### src/rtl/instruction_loader_if.sv
// Instruction loader bus: load control, byte stream handshake, memory write
// port and status.
//   master : load controller / byte source (drives start, abort, word_count,
//            in_data, in_valid)
//   slave  : instruction_loader
interface instruction_loader_if #(
  parameter int N  = 32,
  parameter int IM = 5
);
  logic          start;
  logic          abort;
  logic [IM:0]   word_count;
  logic [7:0]    in_data;
  logic          in_valid;
  logic          in_ready;
  logic          mem_we;
  logic [IM-1:0] mem_addr;
  logic [N-1:0]  mem_wdata;
  logic          busy;
  logic          done;

  modport master (
    output start, abort, word_count, in_data, in_valid,
    input  in_ready, mem_we, mem_addr, mem_wdata, busy, done
  );

  modport slave (
    input  start, abort, word_count, in_data, in_valid,
    output in_ready, mem_we, mem_addr, mem_wdata, busy, done
  );
endinterface

### src/rtl/instruction_loader.sv
// Instruction loader: assembles N-bit words from an MSB-first byte stream and
// writes them to consecutive instruction memory addresses starting at 0.
// Ports:
//   clk, rst_n : clock, async active-low reset
//   bus        : instruction_loader_if.slave
//                start/word_count (0 or >2**IM means 2**IM words), abort,
//                in_data/in_valid/in_ready byte handshake,
//                mem_we/mem_addr/mem_wdata write port, busy, sticky done.
module instruction_loader #(
  parameter int N  = 32,
  parameter int IM = 5
) (
  input  logic                 clk,
  input  logic                 rst_n,
  instruction_loader_if.slave  bus
);
  localparam int NB = N / 8;
  localparam int BW = (NB > 1) ? $clog2(NB) : 1;
  localparam logic [BW-1:0] BLAST = BW'(NB - 1);

  typedef enum logic [1:0] {IDLE, RECV, WRITE, DONE} state_t;

  state_t        state;
  logic [IM-1:0] idx;    // word index, doubles as write address
  logic [IM-1:0] last;   // index of the final word, saturated at 2**IM-1
  logic [BW-1:0] bcnt;   // byte position within the current word
  logic [N-1:0]  word;   // assembly register, doubles as write data
  logic          rdy, we, bsy, dn;

  assign bus.in_ready  = rdy;
  assign bus.mem_addr  = idx;
  assign bus.mem_wdata = word;
  assign bus.busy      = bsy;
  assign bus.done      = dn;
  // The write strobe is registered, but an abort arriving during the WRITE
  // cycle itself must still kill that write, hence the late gating.
  assign bus.mem_we    = we & ~bus.abort;

  always_ff @(posedge clk or negedge rst_n) begin
    if (!rst_n) begin
      state <= IDLE;
      idx   <= '0;
      last  <= '0;
      bcnt  <= '0;
      word  <= '0;
      rdy   <= 1'b0;
      we    <= 1'b0;
      bsy   <= 1'b0;
      dn    <= 1'b0;
    end else begin
      case (state)
        IDLE, DONE: begin
          if (bus.start) begin
            // Storing the last index (count-1) keeps idx at IM bits and
            // makes 2**IM words end at the all-ones index without wrapping.
            if (bus.word_count == '0 || bus.word_count[IM]) last <= '1;
            else last <= bus.word_count[IM-1:0] - IM'(1);
            idx   <= '0;
            bcnt  <= '0;
            word  <= '0;
            dn    <= 1'b0;
            rdy   <= 1'b1;
            bsy   <= 1'b1;
            state <= RECV;
          end
        end
        RECV: begin
          if (bus.abort) begin
            // Abort wins over a byte offered in the same cycle.
            word  <= '0;
            bcnt  <= '0;
            rdy   <= 1'b0;
            bsy   <= 1'b0;
            state <= IDLE;
          end else if (bus.in_valid) begin
            word <= (word << 8) | N'(bus.in_data);
            if (bcnt == BLAST) begin
              bcnt  <= '0;
              rdy   <= 1'b0;
              we    <= 1'b1;
              state <= WRITE;
            end else begin
              bcnt <= bcnt + BW'(1);
            end
          end
        end
        WRITE: begin
          we <= 1'b0;
          if (bus.abort) begin
            word  <= '0;
            bsy   <= 1'b0;
            state <= IDLE;
          end else if (idx == last) begin
            bsy   <= 1'b0;
            dn    <= 1'b1;
            state <= DONE;
          end else begin
            idx   <= idx + IM'(1);
            rdy   <= 1'b1;
            state <= RECV;
          end
        end
        default: state <= IDLE;
      endcase
    end
  end
endmodule

### src/flat_wrapper.sv
// flat-port wrapper written by rule: the top's interface ports become plain ports
module instruction_loader_flat 
#(
  parameter int N  = 32,
  parameter int IM = 5
)
  (clk, rst_n, bus_start, bus_abort, bus_word_count, bus_in_data, bus_in_valid, bus_in_ready, bus_mem_we, bus_mem_addr, bus_mem_wdata, bus_busy, bus_done);
  instruction_loader_if #(.N(N), .IM(IM)) bus_i ();
  input  logic clk;
  input  logic rst_n;
  input wire logic [$bits(bus_i.start)-1:0] bus_start;
  input wire logic [$bits(bus_i.abort)-1:0] bus_abort;
  input wire logic [$bits(bus_i.word_count)-1:0] bus_word_count;
  input wire logic [$bits(bus_i.in_data)-1:0] bus_in_data;
  input wire logic [$bits(bus_i.in_valid)-1:0] bus_in_valid;
  output wire logic [$bits(bus_i.in_ready)-1:0] bus_in_ready;
  output wire logic [$bits(bus_i.mem_we)-1:0] bus_mem_we;
  output wire logic [$bits(bus_i.mem_addr)-1:0] bus_mem_addr;
  output wire logic [$bits(bus_i.mem_wdata)-1:0] bus_mem_wdata;
  output wire logic [$bits(bus_i.busy)-1:0] bus_busy;
  output wire logic [$bits(bus_i.done)-1:0] bus_done;
  assign bus_i.start = bus_start;
  assign bus_i.abort = bus_abort;
  assign bus_i.word_count = bus_word_count;
  assign bus_i.in_data = bus_in_data;
  assign bus_i.in_valid = bus_in_valid;
  assign bus_in_ready = bus_i.in_ready;
  assign bus_mem_we = bus_i.mem_we;
  assign bus_mem_addr = bus_i.mem_addr;
  assign bus_mem_wdata = bus_i.mem_wdata;
  assign bus_busy = bus_i.busy;
  assign bus_done = bus_i.done;
  instruction_loader #(.N(N), .IM(IM)) u_core (.clk(clk), .rst_n(rst_n), .bus(bus_i));
endmodule
### config.mk
export PLATFORM = sky130hd
export DESIGN_NAME = instruction_loader_flat
export DESIGN_NICKNAME = d
export VERILOG_FILES = /design/src/rtl/instruction_loader_if.sv /design/src/rtl/instruction_loader.sv /design/src/flat_wrapper.sv
export SDC_FILE = /design/constraint.sdc
export NUM_CORES = 1
export LEC_CHECK = 0
export ABC_CLOCK_PERIOD_IN_PS = 3700
export CAP_MARGIN = 20
export CORE_MARGIN = 4
export CORE_UTILIZATION = 40
export CTS_BUF_LIST = sky130_fd_sc_hd__clkbuf_4 sky130_fd_sc_hd__clkbuf_8
export DETAILED_ROUTE_END_ITERATION = 8
export GPL_ROUTABILITY_DRIVEN = 1
export PLACE_DENSITY = 0.7
export SYNTH_ARGS = -nofsm -noshare
export SYNTH_HDL_FRONTEND = slang
export SYNTH_SLANG_ARGS = --single-unit
export TNS_END_PERCENT = 1
### constraint.sdc
create_clock -name clk -period 3.7 [get_ports clk]
set_clock_uncertainty 0.05 [all_clocks]
set_input_delay 0.74 -clock clk [delete_from_list [all_inputs] [get_ports clk]]
set_output_delay 0.74 -clock clk [all_outputs]
set_load 0.05 [all_outputs]
==> metrics.txt, run 1 <==
area delta synth->final=29.9%; DRT antenna net count=0; fmax=roughly 330 MHz; clock latency on the worst-skew pair=roughly 0.30 ns; area of the core=0.00592 mm^2; Mapped Area=roughly 0.0024 mm^2; Die Wd=between 80 and 90 um; all-layer global routing usage=between 10% and 20%; YS warnings=0; slowest cell on the critical path=clkdlybuf4s50_1; Slew HR=between 40 and 50%; unrepaired setup endpoints after global routing=false; VDD IR max=0.283 mV; maxcap violations=0; main area contributors after synthesis=dfrtp_1 (52%), nand2_1 (9.9%), nand3_1 (7.6%); TNS Setup=0 ns; clk root buf=clkbuf_8; DP Area=between 0.003 and 0.004 mm^2; # rows=28; leading area contributor after synthesis=dfrtp_1; largest net degree at the start of global routing=37; RePlAce Congestion=0.795; Die ar.=0.00738 mm^2; Tmin final=around 3.1 ns; first-pass GRT wire length=about 8.7 mm; hold_buf cts=0; crit-path cells=clkdlybuf4s50_1 -> nor2_1 -> clkdlybuf4s50_1; critical path startpoint category=input port; Tcrit/Tclk final=between 80% and 90%; Final nets=roughly 340; transition time at the pin with the least slew margin=approximately 0.78 ns; Worst Reg-to-Reg Cells=6; HP Class=flip-flop to flip-flop; Setup violations, final=0; Via Count=~1.9k; Synth Area per Inst=around 9.3 um^2; n_diodes=0; final wirelength=~5 mm; Final Max Tran Viols=0; Setup crit end=bus_mem_we; vias in the first global route=about 1.8k; Final Hold Fails=0; clk buf depth=2; Yosys cell types=41; Seq/Total Area, Yosys=between 50% and 60%; Leakage=1.49 nW; power per cell area=about 640 mW/mm^2; clock sink count=50; Gates resized, CTS repair=0; count of buffers from port buffering=59; # IOs=60; Critical Path AT=around 2.3 ns; Critical Path RT=between 2 and 3 ns; DR WL/cell=12.9 um; TritonCTS clock tree=yes; Via density=around 5; Worst R2R End=u_core.bus.mem_addr[3]; fin util=between 50 and 60%; CP max FO=9; #FFs+latches synth=50; Num CTS Buffers=5; DRC Markers=0; Mapped Nets=about 290; WS Path Type=input port to output port; Die Y=85.9 um; Reg-to-Reg Start=u_core.state[0]; share of layout cells above drive strength 1=10.1%; grt ovf=0; crit path from=bus_abort; Post-CTS Setup Bufs=0; Cells after Synth=approximately 260; CP endpoint kind=output port; delay of the slowest critical-path stage=around 0.81 ns; dpl hpwl=between 3 and 4 mm; initial antenna violation count=0; most used cell, CP=clkdlybuf4s50_1; Post-Layout Inst Area=0.00315 mm^2; initial core utilization=approximately two fifths; share of the synthesized area in the top cell type=between 50% and 60%; DR iter-0 viols=roughly 110; Clock transition at path regs=~0.090 ns; outcome=completed; drt pass-1 iters=5; H-tree Lvls=2; flop-to-flop setup slack=~1.6 ns
## layout by cell type, fill, tap and decap left out, types with 2 or more instances in the layout
master / Yosys / final
ha_1: 6 / 6
nand2_2: 10 / 10
mux2i_1: 2 / 2
dfrtp_1: 50 / 50
nand2_1: 64 / 64
nand3_1: 37 / 37
a21oi_1: 9 / 9
nand2b_1: 2 / 2
o211ai_1: 2 / 2
xor2_1: 2 / 2
o31ai_1: 2 / 2
clkbuf_8: 0 / 5
o21ai_0: 5 / 5
xnor2_1: 6 / 6
nor3_1: 3 / 3
or4_1: 2 / 2
nor2b_2: 1 / 2
or3_1: 2 / 2
buf_4: 1 / 4
clkdlybuf4s50_1: 0 / 58
inv_1: 10 / 10
nor2_1: 11 / 11
## worst min path at each step
| stage | cells after the start | startpoint | end |
|---|---|---|---|
| after floorplan | 0 | rst_n | u_core.bcnt[0] |
| after global placement | 2 | u_core.bus.mem_wdata[30] | u_core.bus.mem_wdata[30] |
| after detailed placement | 2 | u_core.bus.mem_wdata[30] | u_core.bus.mem_wdata[30] |
| after CTS | 2 | u_core.bus.mem_wdata[30] | u_core.bus.mem_wdata[30] |
| after global routing | 2 | u_core.bus.mem_wdata[25] | u_core.bus.mem_wdata[25] |
| final | 2 | u_core.bus.mem_wdata[30] | u_core.bus.mem_wdata[30] |
## layer usage
layer / part of all wire (%) / vias up / routed length, um / GRT usage, %
met5: 0 / - / 0 / 0
met4: 1.5 / 0 / 78 / 4.75
met3: 3.6 / 7 / 180 / 2.79
met2: 49 / 34 / 2470 / 23.0
met1: 46 / 894 / 2320 / 20.1
li1: - / 978 / - / -
## flip-flops by register name (all words and copies together) (netlist names)
register / count
u_core.bus.mem_wdata: 32
u_core.bus.mem_addr: 5
u_core.last: 5
u_core.bcnt: 2
u_core.state: 2
u_core.bus.busy: 1
u_core.bus.done: 1
u_core.bus.in_ready: 1
u_core.we: 1
## Yosys cell counts
library cell	count
a21o_1	1
a21oi_1	9
a21oi_2	1
a311oi_1	1
a31o_2	1
a31oi_1	1
and2_1	1
buf_2	4
buf_4	1
buf_6	6
clkbuf_1	4
dfrtp_1	50
ha_1	6
inv_1	10
mux2_2	1
mux2i_1	2
nand2_1	64
nand2_2	10
nand2b_1	2
nand2b_4	1
nand3_1	37
nand3b_1	1
nor2_1	11
nor2b_1	2
nor2b_2	1
nor2b_4	1
nor3_1	3
nor3_2	2
o211a_1	1
o211ai_1	2
o21ai_0	5
o21ai_1	1
o22a_1	1
o22ai_1	1
o311ai_1	1
o31ai_1	2
or2_1	1
or3_1	2
or4_1	2
xnor2_1	6
xor2_1	2
## critical path, delay by kind of cell
| kind | cells | cell delay (ns) |
|---|---|---|
| and+or+nand+nor | 1 | 0.16 |
| buffers and inverters | 2 | 1.37 |
## cell families (layout without fill, tap and decap cells)
group	Yosys count	in the layout	synth area share, %
AO/OA/AOI/OAI	28	28	7.37
AND/OR/NAND/NOR	141	141	27.7
XOR/XNOR	8	8	2.89
buffers and inverters	25	81	6.08
flip-flops	50	50	51.5
multiplexers	3	3	1.29
adder cells (fa/ha/maj)	6	6	3.09
## metrics by stage
step,hold slack (ns),std cells,total power [W],worst slack [ns]
after detailed placement,0.410,384,0.00164,0.629
after floorplan,0.394,261,0.00143,1.36
final,0.422,392,0.00202,0.638
after global routing,0.479,392,0.00216,0.536
after CTS,0.431,392,0.00204,0.631
after global placement,0.399,384,0.00163,0.667
## cell type report
type | count | area, um^2
Clock buffer | 5 | 68.8
Clock inverter | 3 | 48.8
Fill cell | 587 | 2770
Inverter | 10 | 37.5
Multi-Input combinational cell | 186 | 1040
Sequential cell | 50 | 1250
Tap cell | 75 | 93.8
Timing Repair Buffer | 63 | 616
## power breakdown
part | switching (W) | total (W) | internal [W]
clock network | 0.000189 | 0.000395 | 0.000206
registers | 0.0000632 | 0.000703 | 0.000640
logic | 0.000618 | 0.000918 | 0.000300
total | 0.000871 | 0.00202 | 0.00115
(Power assumes the default switching activity.)
==> inputs of run 2 (changes only) <==
--- a/config.mk
+++ b/config.mk
@@ -5,7 +5,7 @@
 export SDC_FILE = /design/constraint.sdc
 export NUM_CORES = 1
 export LEC_CHECK = 0
-export ABC_CLOCK_PERIOD_IN_PS = 3700
+export ABC_CLOCK_PERIOD_IN_PS = 2990
 export CAP_MARGIN = 20
 export CORE_MARGIN = 4
 export CORE_UTILIZATION = 40
==> constraint.sdc (replaced) <==
create_clock -name clk -period 2.99 [get_ports clk]
set_clock_uncertainty 0.05 [all_clocks]
set_input_delay 0.598 -clock clk [delete_from_list [all_inputs] [get_ports clk]]
set_output_delay 0.598 -clock clk [all_outputs]
set_load 0.05 [all_outputs]
==> run 2 against run 1 <==
  * Flip-flop and latch count stayed put
  * Routed wire length rose by 0.51%
  * Register-to-register slack lost 0.71 ns
  * Cell area is essentially flat
  * Core utilization hardly changed
  * Final cell count stayed put
  * Global-route usage down 0.13 points
  * Critical path depth is 2 lower
  * Power up 24%
  * Hold slack worse by 0.25 ns
  * Count of clock-buffer cells in the layout is 1 higher
  * Critical endpoint is now bus_mem_addr[2]
==> metrics.txt, run 2 (synthesized netlist as in run 1, its figures left out) <==
Leakage=about 1.5 nW; clk root buf=clkbuf_8; clock sink count=50; Slew HR=between 50% and 60%; DRT antenna net count=0; H-tree Lvls=2; area of the core=0.00592 mm^2; Worst R2R End=u_core.bus.mem_addr[3]; TNS Setup=0 ns; largest net degree at the start of global routing=34; DRC Markers=0; grt ovf=0; vias in the first global route=about 1.8k; Worst Reg-to-Reg Cells=6; Fillers=between 500 and 600; outcome=completed; delay of the slowest critical-path stage=between 0.8 and 0.9 ns; clk buf depth=2; Via Count=~1.9k; Final Max Tran Viols=0; Setup violations, final=0; n_diodes=0; WS Path Type=flip-flop to output port; Num CTS Buffers=5; Buf/Inv on CP=1; power per cell area=~790 mW/mm^2; RePlAce Congestion=0.797; slowest cell on the critical path=clkdlybuf4s50_1; area of the multi-input gates=approximately 0.0010 mm^2; met2 GRT Util=~22%; TritonCTS clock tree=yes; clock share of power=20.2%; hold_buf cts=0; critical path startpoint category=flip-flop; flop-to-flop setup slack=~0.93 ns; dpl hpwl=roughly 3.6 mm; CP max FO=6; Reg-to-Reg Start=u_core.state[0]; GRT Max-Usage Layer=met2; DR iter-0 viols=76; final wirelength=5.08 mm; all-layer global routing usage=roughly 14%; Post-CTS Setup Bufs=0; met3 global-route usage=about 2.9%; most common cell after layout, fill and taps aside=nand2_1; HP Class=input port to asynchronous set/reset pin; Tcrit/Tclk final=75.6%; CP endpoint kind=output port; first-pass GRT wire length=about 8.6 mm; Tmin final=2.26 ns; DR WL/cell=13.0 um; Clock transition at path regs=0.10 ns; Gates resized, CTS repair=0; fmax=around 440 MHz; crit-path cells=clkdlybuf4s50_1; Die Wd=roughly 86 um; max FFs per register=32; net switching fraction of the power=around 43%; part of the power in combinational logic=between 40% and 50%; Critical Path RT=roughly 2.3 ns; share of layout cells above drive strength 1=about a tenth; maxcap violations=0; sequential cell area=between 0.001 and 0.0015 mm^2; sequential share of power=between 30% and 40%; initial antenna violation count=0; Via density=between 4 and 5; area delta synth->final=29.9%; VDD IR max=slightly below 0.4 mV; Sw Pwr=roughly 0.0011 W; count of buffers from port buffering=~60; clock latency on the worst-skew pair=0.30 ns; CP delay by family, top=buffers and inverters; Critical Path AT=1.61 ns; Die ar.=0.00738 mm^2; Final Hold Fails=0; # rows=28; unrepaired setup endpoints after global routing=false; Final nets=341; GR Util met1=20.5%; drt pass-1 iters=4; initial core utilization=between 40% and 50%; Pint=approximately 0.0014 W; Die Y=85.9 um; # IOs=60; most frequent cells in the layout=nand2_1 (64), clkdlybuf4s50_1 (57), dfrtp_1 (50); transition time at the pin with the least slew margin=slightly below 0.7 ns; fin util=between 50% and 60%
## run 2: changes by cell type in the layout (fill, tap and decap cells not counted), sizes merged
cell and delta:
clkbuf +1, clkdlybuf4s50 -1, buf +1, clkinvlp -1
## run 2: worst max-delay path by stage
stage                                start                  endpoint  slack [ns]  cells past startpoint
detailed placement               bus_abort  u_core.bus.mem_wdata[24]        0.53                      7
finish              u_core.bus.mem_addr[2]           bus_mem_addr[2]        0.73                      1
floorplan                        bus_abort                bus_mem_we        0.94                      2
global placement                 bus_abort   u_core.bus.mem_wdata[2]        0.56                      7
global route        u_core.bus.mem_addr[3]           bus_mem_addr[3]        0.65                      1
CTS                 u_core.bus.mem_addr[2]           bus_mem_addr[2]        0.72                      1
## run 2: metrics by stage
stage               setup WS (ns)  area, um^2  hold slack [ns]  std cells  power [W]
floorplan                   0.937        2430            0.252        261    0.00177
global placement            0.563        3030            0.407        384    0.00201
detailed placement          0.529        3030            0.420        384    0.00202
CTS                         0.715        3150            0.176        392    0.00253
global route                0.650        3150            0.191        392    0.00267
finish                      0.729        3150            0.168        392    0.00251
## run 2: power by group through the flow
stage / registers (W) / logic [W] / clock network [W]
2_1_floorplan: 0.00109 / 0.000674 / 0
3_3_place_gp: 0.000888 / 0.00112 / 0
3_5_place_dp: 0.000889 / 0.00113 / 0
4_1_cts: 0.000876 / 0.00114 / 0.000518
5_1_grt: 0.000892 / 0.00124 / 0.000546
6_report: 0.000874 / 0.00113 / 0.000507
## run 2: metal layers
metal  vias up  wire [um]  part of all wire (%)
met5         -          0                     0
li1        972          -                     -
met1       898       2380                    47
met3         5        185                   3.6
met4         0         70                   1.4
met2        32       2440                    48
## run 2: cell type report
type,instances,share of cell area (%)
timing repair buffer,63,19.4
tap,75,2.98
multi-input combinational,186,32.9
sequential,50,39.7
inverter,10,1.19
clock buffer,6,2.62
clock inverter,2,1.23
